==> config.mk <==
export PLATFORM = sky130hd
export DESIGN_NAME = uart_loader_flat
export DESIGN_NICKNAME = d
export VERILOG_FILES = /design/src/rtl/uart_loader_pkg.sv /design/src/rtl/uart_loader_if.sv /design/src/rtl/uart_loader_rx.sv /design/src/rtl/uart_loader.sv /design/src/flat_wrapper.sv
export SDC_FILE = /design/constraint.sdc
export NUM_CORES = 1
export LEC_CHECK = 0
export BUFFER_PORTS_ARGS = -buffer_cell sky130_fd_sc_hd__clkbuf_2
export CAP_MARGIN = 25
export CORE_ASPECT_RATIO = 1.5
export CORE_UTILIZATION = 38
export CTS_CLUSTER_DIAMETER = 40
export DETAILED_ROUTE_END_ITERATION = 12
export GPL_TIMING_DRIVEN = 0
export RECOVER_POWER = 50
export SLEW_MARGIN = 20
export SYNTH_ARGS = -nofsm -noshare
export SYNTH_HDL_FRONTEND = slang
export SYNTH_SLANG_ARGS = --single-unit
==> constraint.sdc <==
create_clock -name clk -period 2.8 [get_ports clk]
set_input_delay 0.14 -clock clk [delete_from_list [all_inputs] [get_ports clk]]
set_output_delay 0.14 -clock clk [all_outputs]
set_load 0.05 [all_outputs]
==> src/rtl/uart_loader_pkg.sv <==
// Shared types and constants for the UART boot loader: loader and receiver
// state encodings, the frame sync byte and the instruction word size.
package uart_loader_pkg;

  typedef enum logic [2:0] {
    SYNC,
    LEN_LO,
    LEN_HI,
    DATA,
    CSUM,
    DONE,
    ERROR
  } loader_state_t;

  typedef enum logic [1:0] {
    RX_IDLE,
    RX_START,
    RX_BITS,
    RX_STOP
  } rx_state_t;

  localparam logic [7:0] SYNC_BYTE  = 8'hA5;
  localparam int         WORD_BYTES = 4;

endpackage

==> src/rtl/uart_loader_if.sv <==
// Loader-to-CPU bundle: instruction memory write port plus core hold/status.
// mem_we is a one-cycle strobe with no back-pressure; the memory accepts every write.
interface uart_loader_if #(
    parameter int ADDR_WIDTH = 10
);
    logic                  mem_we;
    logic [ADDR_WIDTH-1:0] mem_addr;
    logic [31:0]           mem_wdata;
    logic                  cpu_hold;
    logic                  load_done;
    logic                  load_error;

    modport master (
        output mem_we, mem_addr, mem_wdata, cpu_hold, load_done, load_error
    );

    modport slave (
        input mem_we, mem_addr, mem_wdata, cpu_hold, load_done, load_error
    );
endinterface

==> src/rtl/uart_loader_rx.sv <==
// 8N1 UART receiver (module uart_rx): two-flop synchronizer, start-glitch
// rejection at the half-bit point, mid-bit sampling, one-cycle byte_valid pulse.
module uart_rx
    import uart_loader_pkg::*;
#(
    parameter int CLKS_PER_BIT = 434
) (
    input  logic       clk,
    input  logic       rst_n,
    input  logic       rx,
    output logic [7:0] byte_data,
    output logic       byte_valid,
    output logic       frame_err,
    output rx_state_t  dbg_state
);
    localparam int            CW        = $clog2(CLKS_PER_BIT + 1);
    localparam logic [CW-1:0] HALF_LAST = CW'(CLKS_PER_BIT / 2 - 1);
    localparam logic [CW-1:0] FULL_LAST = CW'(CLKS_PER_BIT - 1);

    logic          meta_q, sync_q, prev_q;
    rx_state_t     state_q, state_d;
    logic [CW-1:0] cnt_q, cnt_d;
    logic [2:0]    bit_q, bit_d;
    logic [7:0]    shift_q, shift_d;
    logic          valid_q, valid_d;
    logic          ferr_q, ferr_d;

    always_ff @(posedge clk or negedge rst_n) begin
        if (!rst_n) begin
            meta_q  <= 1'b1;
            sync_q  <= 1'b1;
            prev_q  <= 1'b1;
            state_q <= RX_IDLE;
            cnt_q   <= '0;
            bit_q   <= '0;
            shift_q <= '0;
            valid_q <= 1'b0;
            ferr_q  <= 1'b0;
        end else begin
            meta_q  <= rx;
            sync_q  <= meta_q;
            prev_q  <= sync_q;
            state_q <= state_d;
            cnt_q   <= cnt_d;
            bit_q   <= bit_d;
            shift_q <= shift_d;
            valid_q <= valid_d;
            ferr_q  <= ferr_d;
        end
    end

    always_comb begin
        state_d = state_q;
        cnt_d   = cnt_q + CW'(1);
        bit_d   = bit_q;
        shift_d = shift_q;
        valid_d = 1'b0;
        ferr_d  = 1'b0;
        case (state_q)
            RX_IDLE: begin
                cnt_d = '0;
                if (prev_q && !sync_q) state_d = RX_START;
            end
            RX_START: begin
                // A start bit that is high again at its midpoint was a glitch.
                if (cnt_q == HALF_LAST) begin
                    cnt_d   = '0;
                    bit_d   = '0;
                    state_d = sync_q ? RX_IDLE : RX_BITS;
                end
            end
            RX_BITS: begin
                if (cnt_q == FULL_LAST) begin
                    cnt_d   = '0;
                    shift_d = {sync_q, shift_q[7:1]};
                    if (bit_q == 3'd7) state_d = RX_STOP;
                    else               bit_d   = bit_q + 3'd1;
                end
            end
            RX_STOP: begin
                if (cnt_q == FULL_LAST) begin
                    cnt_d   = '0;
                    valid_d = 1'b1;
                    ferr_d  = !sync_q;
                    state_d = RX_IDLE;
                end
            end
            default: state_d = RX_IDLE;
        endcase
    end

    assign byte_data  = shift_q;
    assign byte_valid = valid_q;
    assign frame_err  = ferr_q;
    assign dbg_state  = state_q;

endmodule

==> src/rtl/uart_loader.sv <==
// UART boot loader: parses A5/len/data[/csum] frames and writes instruction memory.
// UART_LOADER_CHECKSUM_EN enables the trailing checksum byte and its CSUM state.
module uart_loader
    import uart_loader_pkg::*;
#(
    parameter int CLK_FREQ_HZ = 50_000_000,
    parameter int BAUD        = 115_200,
    parameter int ADDR_WIDTH  = 10
) (
    input  logic          clk,
    input  logic          rst_n,
    input  logic          rx,
    uart_loader_if.master bus,
    output loader_state_t dbg_state,
    output rx_state_t     dbg_rx_state
);
    localparam int          CLKS_PER_BIT = CLK_FREQ_HZ / BAUD;
    localparam logic [16:0] MAX_WORDS    = 17'(2 ** ADDR_WIDTH);
    localparam int          LW           = $clog2(WORD_BYTES);
    localparam int          AW_BITS      = 8 * (WORD_BYTES - 1);
`ifdef UART_LOADER_CHECKSUM_EN
    localparam loader_state_t END_STATE = CSUM;
`else
    localparam loader_state_t END_STATE = DONE;
`endif

    logic [7:0] byte_data;
    logic       byte_valid, frame_err;

    uart_rx #(.CLKS_PER_BIT(CLKS_PER_BIT)) u_rx (
        .clk       (clk),
        .rst_n     (rst_n),
        .rx        (rx),
        .byte_data (byte_data),
        .byte_valid(byte_valid),
        .frame_err (frame_err),
        .dbg_state (dbg_rx_state)
    );

    loader_state_t         state_q, state_d;
    logic [15:0]           len_q, len_d, widx_q, widx_d, n_words;
    logic [LW-1:0]         lane_q, lane_d;
    logic [AW_BITS-1:0]    word_q, word_d;
    logic                  mem_we_q, mem_we_d;
    logic [ADDR_WIDTH-1:0] mem_addr_q, mem_addr_d;
    logic [31:0]           mem_wdata_q, mem_wdata_d;
    logic                  cpu_hold_q, cpu_hold_d;
    logic                  load_done_q, load_done_d;
    logic                  load_error_q, load_error_d;

    assign n_words = {byte_data, len_q[7:0]};

`ifdef UART_LOADER_CHECKSUM_EN
    logic [7:0] csum_q, csum_d;

    // Restarted on every byte outside a frame, so it is zero when A5 opens one.
    always_comb begin
        csum_d = csum_q;
        if (byte_valid) begin
            if (state_q inside {SYNC, DONE, ERROR})        csum_d = '0;
            else if (state_q inside {LEN_LO, LEN_HI, DATA}) csum_d = csum_q + byte_data;
        end
    end

    always_ff @(posedge clk or negedge rst_n) begin
        if (!rst_n) csum_q <= '0;
        else        csum_q <= csum_d;
    end
`endif

    always_ff @(posedge clk or negedge rst_n) begin
        if (!rst_n) begin
            state_q      <= SYNC;
            len_q        <= '0;
            widx_q       <= '0;
            lane_q       <= '0;
            word_q       <= '0;
            mem_we_q     <= 1'b0;
            mem_addr_q   <= '0;
            mem_wdata_q  <= '0;
            cpu_hold_q   <= 1'b1;
            load_done_q  <= 1'b0;
            load_error_q <= 1'b0;
        end else begin
            state_q      <= state_d;
            len_q        <= len_d;
            widx_q       <= widx_d;
            lane_q       <= lane_d;
            word_q       <= word_d;
            mem_we_q     <= mem_we_d;
            mem_addr_q   <= mem_addr_d;
            mem_wdata_q  <= mem_wdata_d;
            cpu_hold_q   <= cpu_hold_d;
            load_done_q  <= load_done_d;
            load_error_q <= load_error_d;
        end
    end

    always_comb begin
        state_d     = state_q;
        len_d       = len_q;
        widx_d      = widx_q;
        lane_d      = lane_q;
        word_d      = word_q;
        mem_we_d    = 1'b0;
        mem_addr_d  = mem_addr_q;
        mem_wdata_d = mem_wdata_q;
        if (byte_valid) begin
            case (state_q)
                SYNC, DONE, ERROR: begin
                    if (!frame_err && byte_data == SYNC_BYTE) state_d = LEN_LO;
                end
                LEN_LO: begin
                    len_d   = {8'h00, byte_data};
                    state_d = frame_err ? ERROR : LEN_HI;
                end
                LEN_HI: begin
                    len_d  = n_words;
                    widx_d = '0;
                    lane_d = '0;
                    if (frame_err || ({1'b0, n_words} > MAX_WORDS)) state_d = ERROR;
                    else if (n_words == 16'd0)                      state_d = END_STATE;
                    else                                            state_d = DATA;
                end
                DATA: begin
                    if (frame_err) begin
                        state_d = ERROR;
                    end else if (lane_q == LW'(WORD_BYTES - 1)) begin
                        mem_we_d    = 1'b1;
                        mem_addr_d  = widx_q[ADDR_WIDTH-1:0];
                        mem_wdata_d = {byte_data, word_q};
                        widx_d      = widx_q + 16'd1;
                        lane_d      = '0;
                        if (widx_q == len_q - 16'd1) state_d = END_STATE;
                    end else begin
                        word_d = {byte_data, word_q[AW_BITS-1:8]};
                        lane_d = lane_q + LW'(1);
                    end
                end
`ifdef UART_LOADER_CHECKSUM_EN
                CSUM: begin
                    state_d = (!frame_err && byte_data == csum_q) ? DONE : ERROR;
                end
`endif
                default: state_d = SYNC;
            endcase
        end
        // Status flags are pure functions of the state being entered.
        load_done_d  = (state_d == DONE);
        cpu_hold_d   = (state_d != DONE);
        load_error_d = (state_d == ERROR);
    end

    assign bus.mem_we     = mem_we_q;
    assign bus.mem_addr   = mem_addr_q;
    assign bus.mem_wdata  = mem_wdata_q;
    assign bus.cpu_hold   = cpu_hold_q;
    assign bus.load_done  = load_done_q;
    assign bus.load_error = load_error_q;
    assign dbg_state      = state_q;

endmodule

==> src/flat_wrapper.sv <==
// flat-port wrapper written by rule: the top's interface ports become plain ports
module uart_loader_flat import uart_loader_pkg::*;
#(
    parameter int CLK_FREQ_HZ = 50_000_000,
    parameter int BAUD        = 115_200,
    parameter int ADDR_WIDTH  = 10
)
  (clk, rst_n, rx, dbg_state, dbg_rx_state, bus_mem_we, bus_mem_addr, bus_mem_wdata, bus_cpu_hold, bus_load_done, bus_load_error);
  uart_loader_if #(.ADDR_WIDTH(ADDR_WIDTH)) bus_i ();
  input  logic clk;
  input  logic rst_n;
  input  logic rx;
  output loader_state_t dbg_state;
  output rx_state_t dbg_rx_state;
  output wire logic [$bits(bus_i.mem_we)-1:0] bus_mem_we;
  output wire logic [$bits(bus_i.mem_addr)-1:0] bus_mem_addr;
  output wire logic [$bits(bus_i.mem_wdata)-1:0] bus_mem_wdata;
  output wire logic [$bits(bus_i.cpu_hold)-1:0] bus_cpu_hold;
  output wire logic [$bits(bus_i.load_done)-1:0] bus_load_done;
  output wire logic [$bits(bus_i.load_error)-1:0] bus_load_error;
  assign bus_mem_we = bus_i.mem_we;
  assign bus_mem_addr = bus_i.mem_addr;
  assign bus_mem_wdata = bus_i.mem_wdata;
  assign bus_cpu_hold = bus_i.cpu_hold;
  assign bus_load_done = bus_i.load_done;
  assign bus_load_error = bus_i.load_error;
  uart_loader #(.CLK_FREQ_HZ(CLK_FREQ_HZ), .BAUD(BAUD), .ADDR_WIDTH(ADDR_WIDTH)) u_core (.clk(clk), .rst_n(rst_n), .rx(rx), .bus(bus_i), .dbg_state(dbg_state), .dbg_rx_state(dbg_rx_state));
endmodule
==> reports/results.txt <==
vias in the first global route = 4608
Post-synth EDFFs = 0
final wirelength = 13800 um
Final TNS setup = -253 ps
placed cell count = 855
Worst EP required = 3130 ps
Max Cap Viol = 1
Async SR Flop Fraction = 100%
Ports = 54
failing checks = max-capacitance violations, max-slew violations, negative setup slack
CP Class = flip-flop to flip-flop
crit-path max cell delay = 530 ps
Hold Path Class = input pin to flip-flop
GPL Wtd Cong = 0.809
min Tclk post-route = 2950 ps
Final Cell Area = 7510 um2
Setup WS post-layout = -147 ps
Nets = 695
H-tree lvl count = 4
Initial DRT Pass Iterations = 4
Rel. slew slack = -46.9%
Critical Path End Type = flip-flop
Clock Pin Slew Worst Setup and Hold Paths = 60 ps
commonest non-fill, non-tap cell in the layout = nand2_1
Cells after Synth = 598
Ys Warns = 0
DP HPWL = 9640 um
Critical Path Fanout Max = 4
clock insertion delay at the later pin of the skew report = 420 ps
Placement Setup Slack = -201 ps
largest area contributor in the netlist = dfrtp_1
Max Slew Vio Count = 39
row cnt = 56
1st-iter DRT viols = 247
fin crit share = 105%
Seq cells post-synth = 134
Avg WL per Cell = 15.4 um
Die Y = 158 um
ys flop type = dfrtp_1
CTS sink count = 134
vias per cell = 5.13
Mapped Nets = 609
die width = 106 um
Unique masters post-synth = 60
fraction of layout instances using a drive strength above 1 = 22.2%
Area Growth Syn to Fin = 21.3%
# port buffers = 53
Initial Util = 39.3%
maximum clock rate = 0.339 GHz
endpoints failing hold = 0
ant diodes = 0
crit path launch type = flip-flop
top cells by area, synth = dfrtp_1 53%, nand2_1 8.7%, mux2_2 7.1%, xnor2_1 3.1%, xor2_1 2.8%
most frequent cells in the layout = 143 x nand2_1, 127 x dfrtp_1, 41 x clkbuf_1, 40 x nor2_1, 39 x mux2_2
CP max-delay cell = or4_4
CTS tree = yes
root buf cell = clkbuf_16
status = complete, but fails checks
worst-margin pin slew = 2200 ps
top cell type's share of synthesized area = 52.5%
pin count of the biggest net entering global routing = 97
unrepaired setup endpoints after global routing = true
grt ovf = 0
initial antenna violation count = 0
clock tree buffer depth = 2
static leakage = 3.67 nW
Crit path arrival time = 3280 ps
die area = 16800 um2
critical-path cell list = or3_1, xnor2_1, or4_4, a2111o_1, buf_6, o31ai_4, a221oi_4, or4_1
P per Cell Area = 612 nW/um2
Seq/Total Area, Yosys = 54.2%
final setup violation count = 4
placed cell area = 6780 um2
DR DRC count = 0
Core ar. = 15800 um2
GR Util All Layers = 17.7%
total CTS buffers = 17
Vias = 4613
synthesized area = 6190 um2
Finished Layout Cells = 900
maximum vdd drop = 0.000431 V
clock skew = 9.12 ps
Detail Route Antenna Nets = 0
first-pass GRT wire length = 23000 um
Syn Area/Cell = 10.4 um2
## worst max-delay path: cells and delay by family (launching register included)
kind	cells	cell delay, ps
AND/OR/NAND/NOR	3	1400
AO/OA/AOI/OAI	3	760
flip-flops	1	410
XOR/XNOR	1	150
buffers and inverters	1	150
## layer usage
layer	track usage, %	wire length [um]	vias to the layer above
met5	0	0	-
met1	20.6	5750	2268
li1	-	-	2233
met3	4.38	411	25
met4	7.21	336	0
met2	31.1	7350	87
## sequential cells by signal (all words and copies together) (netlist names), named ones only
register / cells
u_core.bus.cpu_hold: 1
u_core.bus.load_done: 1
u_core.bus.load_error: 1
u_core.bus.mem_addr: 10
u_core.bus.mem_wdata: 32
u_core.bus.mem_we: 1
u_core.dbg_state: 3
u_core.lane_q: 2
u_core.len_q: 16
u_core.u_rx.bit_q: 3
u_core.u_rx.byte_data: 8
u_core.u_rx.byte_valid: 1
u_core.u_rx.cnt_q: 9
u_core.u_rx.dbg_state: 1
u_core.u_rx.frame_err: 1
u_core.u_rx.meta_q: 1
u_core.u_rx.prev_q: 1
u_core.u_rx.sync_q: 1
u_core.widx_q: 16
u_core.word_q: 24
## timing repair
item	in CTS	in global routing
hold endpoints to repair	39	0
pin swaps	9	2
hold buffers	2	0
endpoints found under the setup margin	3	4
setup buffers	10	2
resized for setup	12	10
## power breakdown
group	internal (mW)	switching (mW)
logic	0.125	0.196
clock network	1.27	0.903
registers	2.02	0.0934
total	3.41	1.19
## synth_stat cells, types with 3 or more instances
library cell,n
a21oi_1,8
nand2b_1,4
clkbuf_1,20
nor3_1,12
dfrtp_1,130
nor2b_1,3
a31oi_1,5
buf_6,4
nor4b_1,3
ha_1,8
nand2_1,143
o21ai_0,15
a22oi_1,3
a22o_1,16
nand3_1,13
and4_1,4
and3_1,3
nand4_1,6
mux2_2,39
nand3b_1,3
nor4_1,6
inv_1,12
or3_1,9
xnor2_1,22
dfstp_2,4
xor2_1,20
nor2_1,41
## stage by stage
step	utilization (%)	total power [mW]	hold WS [ps]
3_5_place_dp	43.0	2.48	84.4
3_3_place_gp	42.8	2.44	231
4_1_cts	47.6	4.67	193
5_1_grt	47.7	4.80	355
6_report	47.7	4.60	356
2_1_floorplan	-	2.35	-156
## layout make-up
| class | instances | area (um2) |
|---|---|---|
| Buffer | 25 | 128 |
| Clock buffer | 18 | 439 |
| Clock inverter | 14 | 141 |
| Fill cell | 1498 | 8250 |
| Inverter | 14 | 52.6 |
| Multi-Input combinational cell | 423 | 2760 |
| Sequential cell | 134 | 3360 |
| Tap cell | 203 | 254 |
| Timing Repair Buffer | 69 | 373 |
## path summary, 6_finish.rpt
path | endpoint | cells past startpoint | startpoint | slack [ps]
max | u_core.bus.cpu_hold | 8 | u_core.len_q[0] | -150
min | u_core.u_rx.meta_q | 2 | rx | 360
max reg2reg | u_core.bus.cpu_hold | 8 | u_core.len_q[0] | -150
min reg2reg | u_core.u_rx.sync_q | 0 | u_core.u_rx.meta_q | 360
max in group asynchronous | u_core.len_q[7] | 3 | rst_n | 330
min in group asynchronous | u_core.bus.mem_wdata[7] | 2 | rst_n | 900
## kinds of logic (layout without fill, tap and decap cells)
logic type | after synthesis | in the layout | synth area share (%)
AND/OR/NAND/NOR | 264 | 264 | 19.9
flip-flops | 134 | 134 | 54.2
AO/OA/AOI/OAI | 69 | 69 | 7.88
XOR/XNOR | 42 | 42 | 5.94
buffers and inverters | 41 | 140 | 3.17
multiplexers | 40 | 40 | 7.25
adder cells (fa/ha/maj) | 8 | 8 | 1.62
Power figures use the tool's default switching activity.
